$ cat config.mk
export PLATFORM = sky130hd
export DESIGN_NAME = fp_norm_shift
export DESIGN_NICKNAME = d
export VERILOG_FILES = /design/src/rtl/fp_norm_shift.sv
export SDC_FILE = /design/constraint.sdc
export NUM_CORES = 1
export LEC_CHECK = 0
export BUFFER_PORTS_ARGS = -buffer_cell sky130_fd_sc_hd__buf_4
export CORE_MARGIN = 5
export CORE_UTILIZATION = 35
export CTS_CLUSTER_SIZE = 10
export DETAILED_ROUTE_END_ITERATION = 10
export PLACE_DENSITY_LB_ADDON = 0.3
export RECOVER_POWER = 100
export SKIP_LAST_GASP = 1
export SYNTH_ARGS = -nofsm -noshare
export SYNTH_HDL_FRONTEND = slang
export SYNTH_SLANG_ARGS = --single-unit
$ cat constraint.sdc
create_clock -name clk -period 5.81 [get_ports clk]
set_input_delay 0.581 -clock clk [delete_from_list [all_inputs] [get_ports clk]]
set_output_delay 0.581 -clock clk [all_outputs]
set_load 0.005 [all_outputs]
$ cat src/rtl/fp_norm_shift.sv
// fp_norm_shift: multi-cycle mantissa left shifter.
// Normalises by leading-zero count or shifts by an explicit amount, at most
// STEP bits per cycle, with a valid/ready handshake and a global hold.
// Optional feature macro: FP_NORM_OVF_EN enables the shifted-out overflow flag;
// when it is undefined out_ovf is tied low.
module fp_norm_shift #(
   parameter int WIDTH = 64,
   parameter int STEP  = 8,
   localparam int SAW  = $clog2(WIDTH)
) (
   input  logic             clk,
   input  logic             reset,
   input  logic             hold,
   input  logic             in_valid,
   output logic             in_ready,
   input  logic [WIDTH-1:0] in_data,
   input  logic             in_mode,
   input  logic [SAW-1:0]   in_shamt,
   input  logic             in_sticky,
   output logic             out_valid,
   input  logic             out_ready,
   output logic [WIDTH-1:0] out_data,
   output logic [SAW:0]     out_lzc,
   output logic             out_zero,
   output logic             out_sticky,
   output logic             out_ovf
);

   localparam logic [1:0] ST_IDLE  = 2'd0;
   localparam logic [1:0] ST_SHIFT = 2'd1;
   localparam logic [1:0] ST_DONE  = 2'd2;

   localparam logic [SAW:0] LP_STEP  = (SAW+1)'(STEP);
   localparam logic [SAW:0] LP_WIDTH = (SAW+1)'(WIDTH);

   logic [1:0]       r_state;
   logic [SAW:0]     r_rem;
   logic [WIDTH-1:0] r_data;
   logic [SAW:0]     r_lzc;
   logic             r_zero;
   logic             r_sticky;

   logic [SAW:0]     w_lzc;
   logic [SAW:0]     w_rem_init;
   logic [SAW:0]     w_k;
   logic [WIDTH-1:0] w_shifted;
   logic             w_in_zero;

   // Leading-zero count of the offered operand; the highest set bit wins.
   always_comb begin
      w_lzc = LP_WIDTH;
      for (int unsigned i = 0; i < WIDTH; i++) begin
         if (in_data[i]) begin
            w_lzc = (SAW+1)'(WIDTH - 1 - i);
         end
      end
   end

   // Shift amount selection and the per-cycle shift step.
   always_comb begin
      w_in_zero  = (in_data == '0);
      w_rem_init = in_mode ? {1'b0, in_shamt} : w_lzc;
      w_k        = (r_rem > LP_STEP) ? LP_STEP : r_rem;
      w_shifted  = r_data << w_k;
   end

   assign in_ready   = (r_state == ST_IDLE) && !hold;
   assign out_valid  = (r_state == ST_DONE);
   assign out_data   = r_data;
   assign out_lzc    = r_lzc;
   assign out_zero   = r_zero;
   assign out_sticky = r_sticky;

   // Control FSM and datapath registers; hold freezes everything except reset.
   always_ff @(posedge clk) begin
      if (reset) begin
         r_state  <= ST_IDLE;
         r_rem    <= '0;
         r_data   <= '0;
         r_lzc    <= '0;
         r_zero   <= 1'b0;
         r_sticky <= 1'b0;
      end else if (!hold) begin
         case (r_state)
            ST_IDLE: begin
               if (in_valid) begin
                  r_data   <= in_data;
                  r_lzc    <= w_lzc;
                  r_zero   <= w_in_zero;
                  r_sticky <= in_sticky;
                  r_rem    <= w_rem_init;
                  if ((w_rem_init != '0) && !w_in_zero) begin
                     r_state <= ST_SHIFT;
                  end else begin
                     r_state <= ST_DONE;
                  end
               end
            end
            ST_SHIFT: begin
               r_data <= w_shifted;
               r_rem  <= r_rem - w_k;
               if (r_rem == w_k) begin
                  r_state <= ST_DONE;
               end
            end
            ST_DONE: begin
               if (out_ready) begin
                  r_state <= ST_IDLE;
               end
            end
            default: begin
               r_state <= ST_IDLE;
            end
         endcase
      end
   end

`ifdef FP_NORM_OVF_EN
   logic             r_ovf;
   logic             w_lost;

   // Any 1 in the top k bits is pushed past the MSB by this step.
   always_comb begin
      w_lost = |(r_data & ~({WIDTH{1'b1}} >> w_k));
   end

   // Sticky OR of every bit lost across the whole operation.
   always_ff @(posedge clk) begin
      if (reset) begin
         r_ovf <= 1'b0;
      end else if (!hold) begin
         if ((r_state == ST_IDLE) && in_valid) begin
            r_ovf <= 1'b0;
         end else if (r_state == ST_SHIFT) begin
            r_ovf <= r_ovf | w_lost;
         end
      end
   end

   assign out_ovf = r_ovf;
`else
   assign out_ovf = 1'b0;
`endif

endmodule
==> results of run 1 <==
==> Yosys cell counts, types with 3 or more instances <==
library cell	instances	share of area (%)
nand2_1	174	9.2
mux2i_1	130	18
nor2_1	103	5.5
a21oi_1	85	6.0
dfxtp_1	82	23
clkbuf_1	54	2.9
o21ai_0	47	3.3
a211oi_1	45	4.8
nor3_1	32	2.3
a221oi_1	29	3.6
nor4_1	23	2.0
inv_1	19	1.0
o211ai_1	18	1.9
buf_2	15	1.1
and3_1	14	1.2
a31oi_1	9	0.80
nand2b_1	8	0.71
nand3_1	8	0.57
nand4_1	7	0.62
o221ai_1	7	0.87
o31ai_1	6	0.64
buf_1	5	0.27
buf_4	5	0.53
nor2b_1	5	0.44
a2111oi_0	4	0.50
a21o_1	4	0.42
o2111ai_1	4	0.50
o22ai_1	4	0.35
and2_1	3	0.27
o311ai_0	3	0.37
or4_1	3	0.32
==> layout make-up <==
class	count	area [um^2]	share of cell area [%]
flip-flops and latches	82	1640	19.2
inverters	20	75.1	0.878
well taps	270	338	3.95
repair buffers	163	1170	13.6
clock buffers	12	256	3.00
multi-input cells	814	5030	58.8
clock inverters	4	50.0	0.585
==> worst min-delay path, cell delays in order, from the launching register on <==
cell and delay (ns):
dfxtp_1 0.31, nand2_1 0.05, a21oi_1 0.05
==> cells by family after synthesis <==
logic type / Yosys count / share of synthesized area (%)
fa+ha+maj: 1 / 0.177
buf+inv: 100 / 5.94
mux: 132 / 19.0
compound gates: 288 / 27.0
other cells: 2 / 0.106
flops: 82 / 23.2
simple gates: 391 / 24.5
==> metal layers <==
layer | part of all wire, % | vias to the layer above | global-route usage (%)
li1 | - | 3877 | -
met1 | 45 | 3881 | 33.2
met2 | 44 | 461 | 36.5
met3 | 9.1 | 46 | 4.77
met4 | 1.9 | 0 | 7.23
met5 | 0 | - | 0
==> registers in the layout, summed over array words and instances (netlist names) <==
name        count
out_data       64
out_lzc         7
out_sticky      1
out_zero        1
r_rem           7
r_state         2
==> power groups by stage <==
stage	Sequential, mW	Combinational, mW	Clock, mW
CTS	0.678	0.616	0.612
global route	0.686	0.675	0.635
finish	0.680	0.619	0.604
floorplan	0.663	0.378	0
global placement	0.691	0.612	0
detailed placement	0.691	0.614	0
==> path summary, 6_finish.rpt <==
kind               from           end  slack, ns  cells past startpoint
max reg2reg    r_rem[6]  out_data[63]       1.39                      9
min          out_lzc[5]    out_lzc[5]       0.45                      2
max            r_rem[6]  out_data[63]       1.39                      9
min reg2reg  out_lzc[5]    out_lzc[5]       0.45                      2
==> impl_metrics.json, run 1 <==
{
  "ioPinCount": 153,
  "slew_headroom_pct": -42.2,
  "dr.pass1.iters": 6,
  "synthArstFlopShare_pct": 0,
  "place_inst": 1349,
  "wl_per_cell_um": 21.0,
  "start_util_pct": 35.3,
  "holdWs_ns": 0.454,
  "clockBufferDepth": 2,
  "yosys_warnings": 0,
  "area_delta_synth_final_pct": 21.0,
  "final_util_pct": 42.7,
  "grt_usage_pct": 23.6,
  "hold_class": "register to register",
  "fillerInstances": 2181,
  "ys.flop_type": "dfxtp_1",
  "cp_cell_sequence": "or4_1, nor2_2, clkbuf_1, nor2_1, a31oi_1, o21ai_0, a21oi_1, a21oi_1, nor2_1",
  "cp_max_fo": 43,
  "crit_family": "buffers and inverters",
  "grt_max_degree": 83,
  "pwr-share-seq_pct": 35.7,
  "clkPwrFrac_pct": 31.8,
  "ctsResizeCount": 0,
  "ant_nets": 0,
  "antenna_found_initial": 0,
  "setup_viol": 0,
  "gp_congestion": 0.964,
  "finalHoldViolations": 0,
  "arrival_ns": 4.71,
  "critPathMaxStageDelay_ns": 1.53,
  "synth_area_mm2": 0.00707,
  "critPathBufInv": 1,
  "antenna_cells": 0,
  "most-common-layout-cells": "nand2_1 (174), mux2i_1 (130), nor2_1 (101), a21oi_1 (85), dfxtp_1 (82)",
  "status": "finished, violations left",
  "finalCritPeriodShare_pct": 76.1,
  "coreArea_mm2": 0.0200,
  "fmax_mhz": 226,
  "gr-total-overflow": 0,
  "power.density_mw_per_mm2": 222,
  "cts_sinks": 82,
  "postCtsHoldBufs": 0,
  "violations": "capacitance limit, slew limit",
  "clock-root-buffer": "clkbuf_16",
  "num_rows": 52,
  "clock_skew_ns": 0.00900,
  "peakVddDrop_mv": 0.156,
  "worst_path_max_delay_cell": "clkbuf_1",
  "p_leak_nw": 3.75,
  "crit_required_ns": 6.09,
  "dr_total_vias": 8265,
  "portBuffers": 151,
  "cts_tree": "done",
  "internal_power_mw": 1.20,
  "viasPerCell": 6.05,
  "rsz0062_at_grt": "no",
  "dpl.hpwl_mm": 21.5,
  "cp-start-kind": "register",
  "die_h_um": 152,
  "h-tree-depth": 3,
  "drc": 0,
  "synth_cells": 996,
  "preCtsSetupSlack_ns": 2.72,
  "power_mw": 1.90,
  "netSwitchingFraction_pct": 36.7,
  "critPathKind": "register to register",
  "placed_area_mm2": 0.00831,
  "final_area_mm2": 0.00855,
  "fin_ws_ns": 1.39,
  "p_comb_share_pct": 32.5,
  "cts_setup_buffers": 0,
  "final_nets": 1168,
  "die_w_um": 152,
  "syn_nets": 1074,
  "worstSetupEndpointType": "register",
  "grt_pass1_wl_mm": 44.8,
  "clk_latency_ns": 0.35,
  "cap_violations": 2,
  "drtIter0Drc": 858,
  "maxSlewViolCount": 85,
  "ys_seq_area_share_pct": 23.2,
  "avgSynthCellArea_um2": 7.10,
  "post-route-min-period_ns": 4.42,
  "timing.setup.tns_ns": 0,
  "fin_cells": 1365,
  "cts.clk_slew.worst_paths_ns": 0.07,
  "ys_ff_latch": 82,
  "p_switching_mw": 0.699,
  "synth_cell_types": 59,
  "numCtsBuffers": 9,
  "grt_pass1_vias": 7858,
  "synth_edf_count": 0,
  "drt_wl_total_mm": 28.7,
  "tightest_slew_ns": 2.13,
  "drive_gt1_share_pct": 16.3,
  "dieArea_mm2": 0.0231,
  "layout_commonest_cell": "nand2_1"
}
Power figures use the tool's default switching activity.
==> inputs of run 2 (changes only) <==
Clock period 5.81 ns to 4.6 ns, I/O delays scaled along.
==> impl_metrics.json, run 2 (synthesis gave the netlist of run 1 again) <==
{
  "cap_violations": 0,
  "cp-start-kind": "register",
  "clk_latency_ns": 0.36,
  "cts.clk_slew.worst_paths_ns": 0.06,
  "crit_required_ns": 4.79,
  "tightest_slew_ns": 1.14,
  "wl_per_cell_um": 20.9,
  "cts_sinks": 82,
  "finalHoldViolations": 0,
  "most-common-layout-cells": "nand2_1 (173), mux2i_1 (130), nor2_1 (101), a21oi_1 (85), buf_4 (84)",
  "grt_usage_pct": 23.5,
  "layout_commonest_cell": "nand2_1",
  "arrival_ns": 3.96,
  "hold_start": "in_sticky",
  "ioPinCount": 153,
  "antenna_cells": 0,
  "cts_setup_buffers": 0,
  "clkPwrFrac_pct": 33.3,
  "clock_skew_ns": 0.0112,
  "startpoint": "r_rem[6]",
  "die_w_um": 152,
  "status": "completed",
  "maxSlewViolCount": 0,
  "peakVddDrop_mv": 0.200,
  "die_h_um": 152,
  "viasPerCell": 6.08,
  "grt_pass1_wl_mm": 44.7,
  "fin_ws_ns": 0.834,
  "grt_max_degree": 83,
  "worstSetupEndpointType": "register",
  "power.density_mw_per_mm2": 286,
  "gr-total-overflow": 0,
  "r2r-start": "r_rem[6]",
  "dieArea_mm2": 0.0231,
  "grt_pass1_vias": 7813,
  "dpl.hpwl_mm": 21.2,
  "drc": 0,
  "setup_viol": 0,
  "clockBufferDepth": 2,
  "hold_class": "input pin to register",
  "clock-root-buffer": "clkbuf_16",
  "drive_gt1_share_pct": 16.8,
  "slew_headroom_pct": 23.6,
  "antenna_found_initial": 0,
  "dr_total_vias": 8297,
  "finalCritPeriodShare_pct": 81.9,
  "drtIter0Drc": 942,
  "power_mw": 2.45,
  "area_delta_synth_final_pct": 21.4,
  "cp_max_fo": 67,
  "p_leak_nw": 3.78,
  "internal_power_mw": 1.56,
  "ctsResizeCount": 0,
  "cts_tree": "done",
  "p_comb_share_pct": 31.8,
  "postCtsHoldBufs": 0,
  "largest_reg_flops": 64,
  "netSwitchingFraction_pct": 36.4,
  "critPathKind": "register to register",
  "pwr-share-seq_pct": 35.0,
  "post-route-min-period_ns": 3.77,
  "preCtsSetupSlack_ns": 1.63,
  "dr.pass1.iters": 5,
  "portBuffers": 151,
  "drt_wl_total_mm": 28.5,
  "p_switching_mw": 0.891,
  "rsz0062_at_grt": "no",
  "timing.setup.tns_ns": 0,
  "h-tree-depth": 3,
  "coreArea_mm2": 0.0200,
  "num_rows": 52,
  "gp_congestion": 0.954,
  "start_util_pct": 35.3,
  "fmax_mhz": 266,
  "numCtsBuffers": 9,
  "final_nets": 1168,
  "ant_nets": 0
}
-- run 2: changes by cell type in the layout (fill, tap and decap cells not counted), sizes merged --
cell,previous run,this run
clkbuf,94,89
buf,81,85
bufinv,1,2
clkinv,1,2
clkinvlp,2,1
-- run 2: final timing paths --
path,endpoint,depth (start not counted),slack (ns)
hold / removal,out_sticky,3,0.35
hold reg to reg,out_sticky,2,0.45
setup / recovery,out_data[18],6,0.83
setup reg to reg,out_data[18],6,0.83
-- run 2: area by class of cell --
type                    instances  area, um^2
inverters                      20        75.1
multi-input cells             814        5010
clock buffers                  11         243
clock inverters                 5        77.6
well taps                     270         338
flip-flops and latches         82        1640
repair buffers                163        1200
fillers                      2173       11500
-- run 2: metal layers --
layer	vias up	global-route usage (%)	part of all wire (%)
li1	3895	-	-
met3	44	4.80	8.6
met5	-	0	0
met4	0	6.21	2.2
met2	439	36.3	44
met1	3919	33.4	46
-- run 2: metrics by stage --
| step | instances | cell area, um^2 | hold WS (ns) | utilization (%) |
|---|---|---|---|---|
| after floorplan | 996 | 7070 | 0.453 | - |
| after global placement | 1349 | 8320 | 0.445 | 41.5 |
| after detailed placement | 1349 | 8320 | 0.451 | 41.5 |
| after CTS | 1365 | 8640 | 0.349 | 43.1 |
| after global routing | 1365 | 8590 | 0.383 | 42.8 |
| final | 1365 | 8590 | 0.352 | 42.8 |
-- run 2: worst max-delay path, stage by stage, from the launching register on --
cell	delay, ns
dfxtp_1	0.37
nor4_1	0.96
nand2_4	0.84
mux2i_1	0.46
mux2i_1	0.21
a221oi_1	0.57
a211oi_1	0.14
-- run 2: power groups by stage --
| stage | clock (mW) | sequential [mW] | combinational [mW] |
|---|---|---|---|
| after floorplan | 0 | 0.838 | 0.477 |
| after global placement | 0 | 0.872 | 0.773 |
| after detailed placement | 0 | 0.873 | 0.775 |
| after CTS | 0.817 | 0.857 | 0.778 |
| after global routing | 0.846 | 0.865 | 0.850 |
| final | 0.816 | 0.857 | 0.779 |
